**config.mk**
```make
export PLATFORM = sky130hd
export DESIGN_NAME = uart_rx_fifo
export DESIGN_NICKNAME = d
export VERILOG_FILES = /design/src/rtl/uart_rx_fifo_pkg.sv /design/src/rtl/uart_rx_fifo_sync_fifo.sv /design/src/rtl/uart_rx_fifo.sv
export SDC_FILE = /design/constraint.sdc
export NUM_CORES = 1
export LEC_CHECK = 0
export CAP_MARGIN = 10
export CORE_MARGIN = 5
export CORE_UTILIZATION = 45
export CTS_CLUSTER_SIZE = 16
export DETAILED_ROUTE_END_ITERATION = 7
export DONT_BUFFER_PORTS = 1
export PLACE_DENSITY = 0.69
export SLEW_MARGIN = 20
export SYNTH_ARGS = -nofsm -noshare
export SYNTH_HDL_FRONTEND = slang
export SYNTH_SLANG_ARGS = --single-unit
```
**constraint.sdc**
```tcl
create_clock -name clk -period 4.5 [get_ports clk]
set_clock_uncertainty 0.05 [all_clocks]
set_input_delay 1.125 -clock clk [delete_from_list [all_inputs] [get_ports clk]]
set_output_delay 1.125 -clock clk [all_outputs]
set_load 0.05 [all_outputs]
```
**src/rtl/uart_rx_fifo_pkg.sv**
```systemverilog
// Shared constants for the UART receive buffer.
// The character width is the only value shared between the wrapper and its bench-facing ports.
package uart_rx_fifo_pkg;
    localparam int CHAR_WIDTH = 8;
endpackage

```
**src/rtl/uart_rx_fifo_sync_fifo.sv**
```systemverilog
// Generic single-clock FIFO: storage array, wrapping pointers and a separate occupancy counter.
// Flush overrides push and pop. Full and empty come from the counter, not from pointer compare.
module sync_fifo #(
    parameter  int WIDTH = 8,
    parameter  int DEPTH = 8,
    localparam int AW    = $clog2(DEPTH)
) (
    input  logic             clk,
    input  logic             reset_n,
    input  logic             push,
    input  logic [WIDTH-1:0] push_data,
    input  logic             pop,
    input  logic             flush,
    output logic [WIDTH-1:0] head_data,
    output logic             full,
    output logic             empty,
    output logic [AW:0]      count
);
    localparam logic [AW:0] COUNT_MAX = (AW+1)'(DEPTH);

    logic [WIDTH-1:0] mem [DEPTH];
    logic [AW-1:0]    wr_ptr;
    logic [AW-1:0]    rd_ptr;
    logic [AW:0]      count_q;
    logic             do_push;
    logic             do_pop;

    assign do_pop  = pop && !flush && (count_q != '0);
    assign do_push = push && !flush && ((count_q != COUNT_MAX) || do_pop);

    // Storage is deliberately left unreset; only pointers and count define validity.
    always_ff @(posedge clk) begin
        if (do_push) begin
            mem[wr_ptr] <= push_data;
        end
    end

    always_ff @(posedge clk or negedge reset_n) begin
        if (!reset_n) begin
            wr_ptr  <= '0;
            rd_ptr  <= '0;
            count_q <= '0;
        end else if (flush) begin
            wr_ptr  <= '0;
            rd_ptr  <= '0;
            count_q <= '0;
        end else begin
            if (do_push) begin
                wr_ptr <= wr_ptr + AW'(1);
            end
            if (do_pop) begin
                rd_ptr <= rd_ptr + AW'(1);
            end
            case ({do_push, do_pop})
                2'b10:   count_q <= count_q + (AW+1)'(1);
                2'b01:   count_q <= count_q - (AW+1)'(1);
                default: count_q <= count_q;
            endcase
        end
    end

    assign head_data = mem[rd_ptr];
    assign count     = count_q;
    assign full      = (count_q == COUNT_MAX);
    assign empty     = (count_q == '0);
endmodule

```
**src/rtl/uart_rx_fifo.sv**
```systemverilog
// Receive buffer behind the UART receiver: first-word-fall-through FIFO with a sticky overrun flag.
// The receiver cannot stall, so a character arriving at a full FIFO without a same-cycle read is dropped.
module uart_rx_fifo
    import uart_rx_fifo_pkg::*;
#(
    parameter  int FIFO_DEPTH = 8,
    localparam int ADDR_WIDTH = $clog2(FIFO_DEPTH)
) (
    input  logic                  clk,
    input  logic                  reset_n,
    input  logic [CHAR_WIDTH-1:0] rx_char,
    input  logic                  rx_char_valid,
    input  logic                  rd_en,
    output logic [CHAR_WIDTH-1:0] rd_data,
    output logic                  rd_valid,
    output logic [ADDR_WIDTH:0]   fifo_count,
    output logic                  full,
    output logic                  overrun,
    input  logic                  clear_overrun,
    input  logic                  flush
);
    logic [CHAR_WIDTH-1:0] head_data;
    logic                  empty;
    logic                  push;
    logic                  pop;
    logic                  overrun_set;

    assign pop  = rd_en && !empty;
    // A read in the same cycle frees the slot, so a full FIFO still accepts the character.
    assign push = rx_char_valid && (!full || rd_en);
    assign overrun_set = rx_char_valid && full && !rd_en && !flush;

    sync_fifo #(
        .WIDTH (CHAR_WIDTH),
        .DEPTH (FIFO_DEPTH)
    ) u_fifo (
        .clk       (clk),
        .reset_n   (reset_n),
        .push      (push),
        .push_data (rx_char),
        .pop       (pop),
        .flush     (flush),
        .head_data (head_data),
        .full      (full),
        .empty     (empty),
        .count     (fifo_count)
    );

    always_ff @(posedge clk or negedge reset_n) begin
        if (!reset_n) begin
            overrun <= 1'b0;
        end else if (overrun_set) begin
            overrun <= 1'b1;
        end else if (clear_overrun) begin
            overrun <= 1'b0;
        end
    end

    assign rd_valid = !empty;
    assign rd_data  = empty ? '0 : head_data;
endmodule
```
==> results.md <==
- Outcome: finished clean
- Top_reg_cell synth: edfxtp_1
- Max IR drop VDD: 0.302 mV
- Reg2reg path depth: 8
- Total Power: 2030 uW
- Starting density of the core: 0.465
- Pwr/cell area: 579 mW/mm2
- Final setup viols: 0
- Max cap viols: 0
- Congestion Overflow GR: 0
- Slew @ Worst Pin: 0.907 ns
- Fin. max-slew vios: 0
- Post-synthesis sequential area ratio: 0.691
- Post-synthesis adder-cell area fraction: 0.0157
- Wire per inst: 19.3 um
- CTS Hold Bufs: 0
- Post-DP HPWL: 3870 um
- Initial drt markers: 86
- Gr usage total: 0.143
- Hold Crit Class: in -> async
- Die Ht: 94.1 um
- Minimum clock period: 3.50 ns
- First-pass GRT wire length: 9070 um
- Synth Area in XOR/XNOR: 0.0165
- R2R setup slack: 1.44 ns
- Worst-path clk slew: 0.08 ns
- Worst Path Arrival: 2.32 ns
- Num rows: 30
- Worst-skew pair later-pin latency: 0.34 ns
- TritonCTS clock tree: done
- FF-to-FF End: u_fifo.count[3]
- Width of the chip: 94.1 um
- CTS Sinks: 75
- Worst Path Class, Setup: reg -> out
- Crit-path max FO: 18
- Layout Utilization: 0.514
- Setup crit end kind: output pin
- Largest net degree at the start of global routing: 19
- Antenna cells: 0
- Vias in the first global route: 1709
- Die area: 0.00885 mm2
- Initial antenna violation count: 0
- Post-synth EDFFs: 64
- Mapped Area: 0.00318 mm2
- Slew headroom: 0.393
- Synth Area in Compound Gates: 0.0323
- Post-Syn Instances: 185
- Hold Vio Cnt, Final: 0
- # port buffers: 0
- Fmax: 286 MHz
- Number of fill cells: 569
- Routed Antenna Nets: 0
- Worst setup SP type: register
- First-pass DRT Iterations: 4
- Hold Worst Slack: 0.420 ns
- Post_cts resized: 0
- Synthesized Nets: 203
- Number of synthesized register bits: 75
- Postcts setup bufs: 0
- Post-synthesis mux area share: 0.142
- Largest family of logic cells by synthesized area: multiplexers
- Register Area: 0.00220 mm2
- Setup tns final: 0 ns
- Io pins: 29
- CTS max path bufs: 2
- DRT Wirelength: 5780 um
- Async set or reset register ratio after synthesis: 0.147
- Core Area: 0.00683 mm2
- Share of layout cells above drive strength 1: 0.227
- Area taken by multi-input logic gates: 928 um2
- Synth warn: 0
- H-tree depth: 3
- Avg Cell Area, Syn: 17.2 um2
- Number of CTS-inserted buffers: 9
- Crit share post-route: 0.777
- CP required: 3.32 ns
- RePlAce Congestion: 0.769
- Crit Reg-Reg Startpoint: u_fifo.count[2]
- Leak pwr: 0.00118 uW
- DR DRC count: 0
- Area Growth Syn to Fin: 10.5%
- Synth cell types: 34
- Via/cell ratio: 5.34
- Simple-gate share of the synthesized area: 0.0858
- RSZ-0062 raised after global routing: no
- Vias post-DR: 1596
- Nets@finish: 217
- Clock root buffer: clkbuf_8
==> per-stage QoR <==
stage / worst slack [ns] / cells / instance area (um2)
after floorplan: 1.40 / 185 / 3180
after global placement: 1.32 / 284 / 3340
after detailed placement: 1.31 / 284 / 3340
after CTS: 0.931 / 299 / 3510
after global routing: 0.806 / 299 / 3510
final: 1.00 / 299 / 3510
==> cell type report <==
type                    count  share of cell area
flip-flops and latches     75               0.626
multi-input cells          99               0.264
clock buffers              11              0.0374
well taps                  96              0.0342
repair buffers             10              0.0214
clock inverters             4              0.0121
inverters                   4             0.00499
==> placed cells by master (no fill, tap or decap), types with 6 or more instances in the layout <==
cell type,instances
xor2_1,6
buf_4,10
clkbuf_8,9
dfrtp_1,11
edfxtp_1,64
mux4_2,16
nand2_1,8
mux2i_1,9
nand3_1,6
nor2_1,21
==> sequential cells by signal, indices dropped and copies added, names as in the netlist <==
register and cells:
overrun 1, u_fifo.count 4, u_fifo.mem 64, u_fifo.rd_ptr 3, u_fifo.wr_ptr 3
==> synthesized netlist by cell type (2+ instances only) <==
library cell  count  share of area
nand3b_1          2         0.0047
dfrtp_1          11          0.087
edfxtp_1         64           0.60
nand3_1           6         0.0094
inv_1             3         0.0035
nor2_1           21          0.025
xor2_1            6          0.017
nand2b_1          4         0.0079
buf_1             2         0.0024
o22ai_1           2         0.0039
a21oi_1           3         0.0047
clkbuf_1          2         0.0024
mux2i_1           9          0.028
buf_2             2         0.0031
nor3_1            4         0.0063
ha_1              4          0.016
nand2_1           8         0.0094
mux4_2           16           0.11
==> cells by family (layout without fill, tap and decap cells) <==
kind of cell,Yosys count,in the layout
flip-flops,75,75
AND/OR/NAND/NOR,52,52
multiplexers,25,25
AO/OA/AOI/OAI,12,12
buffers and inverters,11,29
XOR/XNOR,6,6
adder cells (fa/ha/maj),4,4
==> worst max-delay path: stages (launching register included) <==
cell,delay [ns]
dfrtp_1,0.87
mux4_2,0.34
mux2i_1,0.07
nor2_1,0.70
==> where the power goes <==
part / switching (uW) / internal (uW) / leakage, uW
Sequential: 132 / 789 / 0.000726
Clock: 219 / 249 / 0.0000882
Combinational: 413 / 230 / 0.000366
==> worst max path at each step <==
stage | from | endpoint | slack, ns
CTS | u_fifo.count[2] | rd_data[5] | 0.93
detailed placement | u_fifo.rd_ptr[0] | rd_data[6] | 1.31
global route | u_fifo.rd_ptr[0] | rd_data[0] | 0.81
floorplan | u_fifo.rd_ptr[1] | rd_data[6] | 1.40
global placement | u_fifo.rd_ptr[0] | rd_data[1] | 1.32
finish | u_fifo.rd_ptr[1] | rd_data[5] | 1.00
==> metal layers <==
layer / GRT usage / wire length (um) / vias up / part of all wire
li1: - / - / 743 / -
met3: 0.0377 / 287 / 9 / 0.050
met5: 0 / 0 / - / 0
met2: 0.232 / 2930 / 31 / 0.51
met4: 0.0650 / 91 / 0 / 0.016
met1: 0.179 / 2480 / 813 / 0.43
No activity file was read; power rests on OpenSTA's default activity.
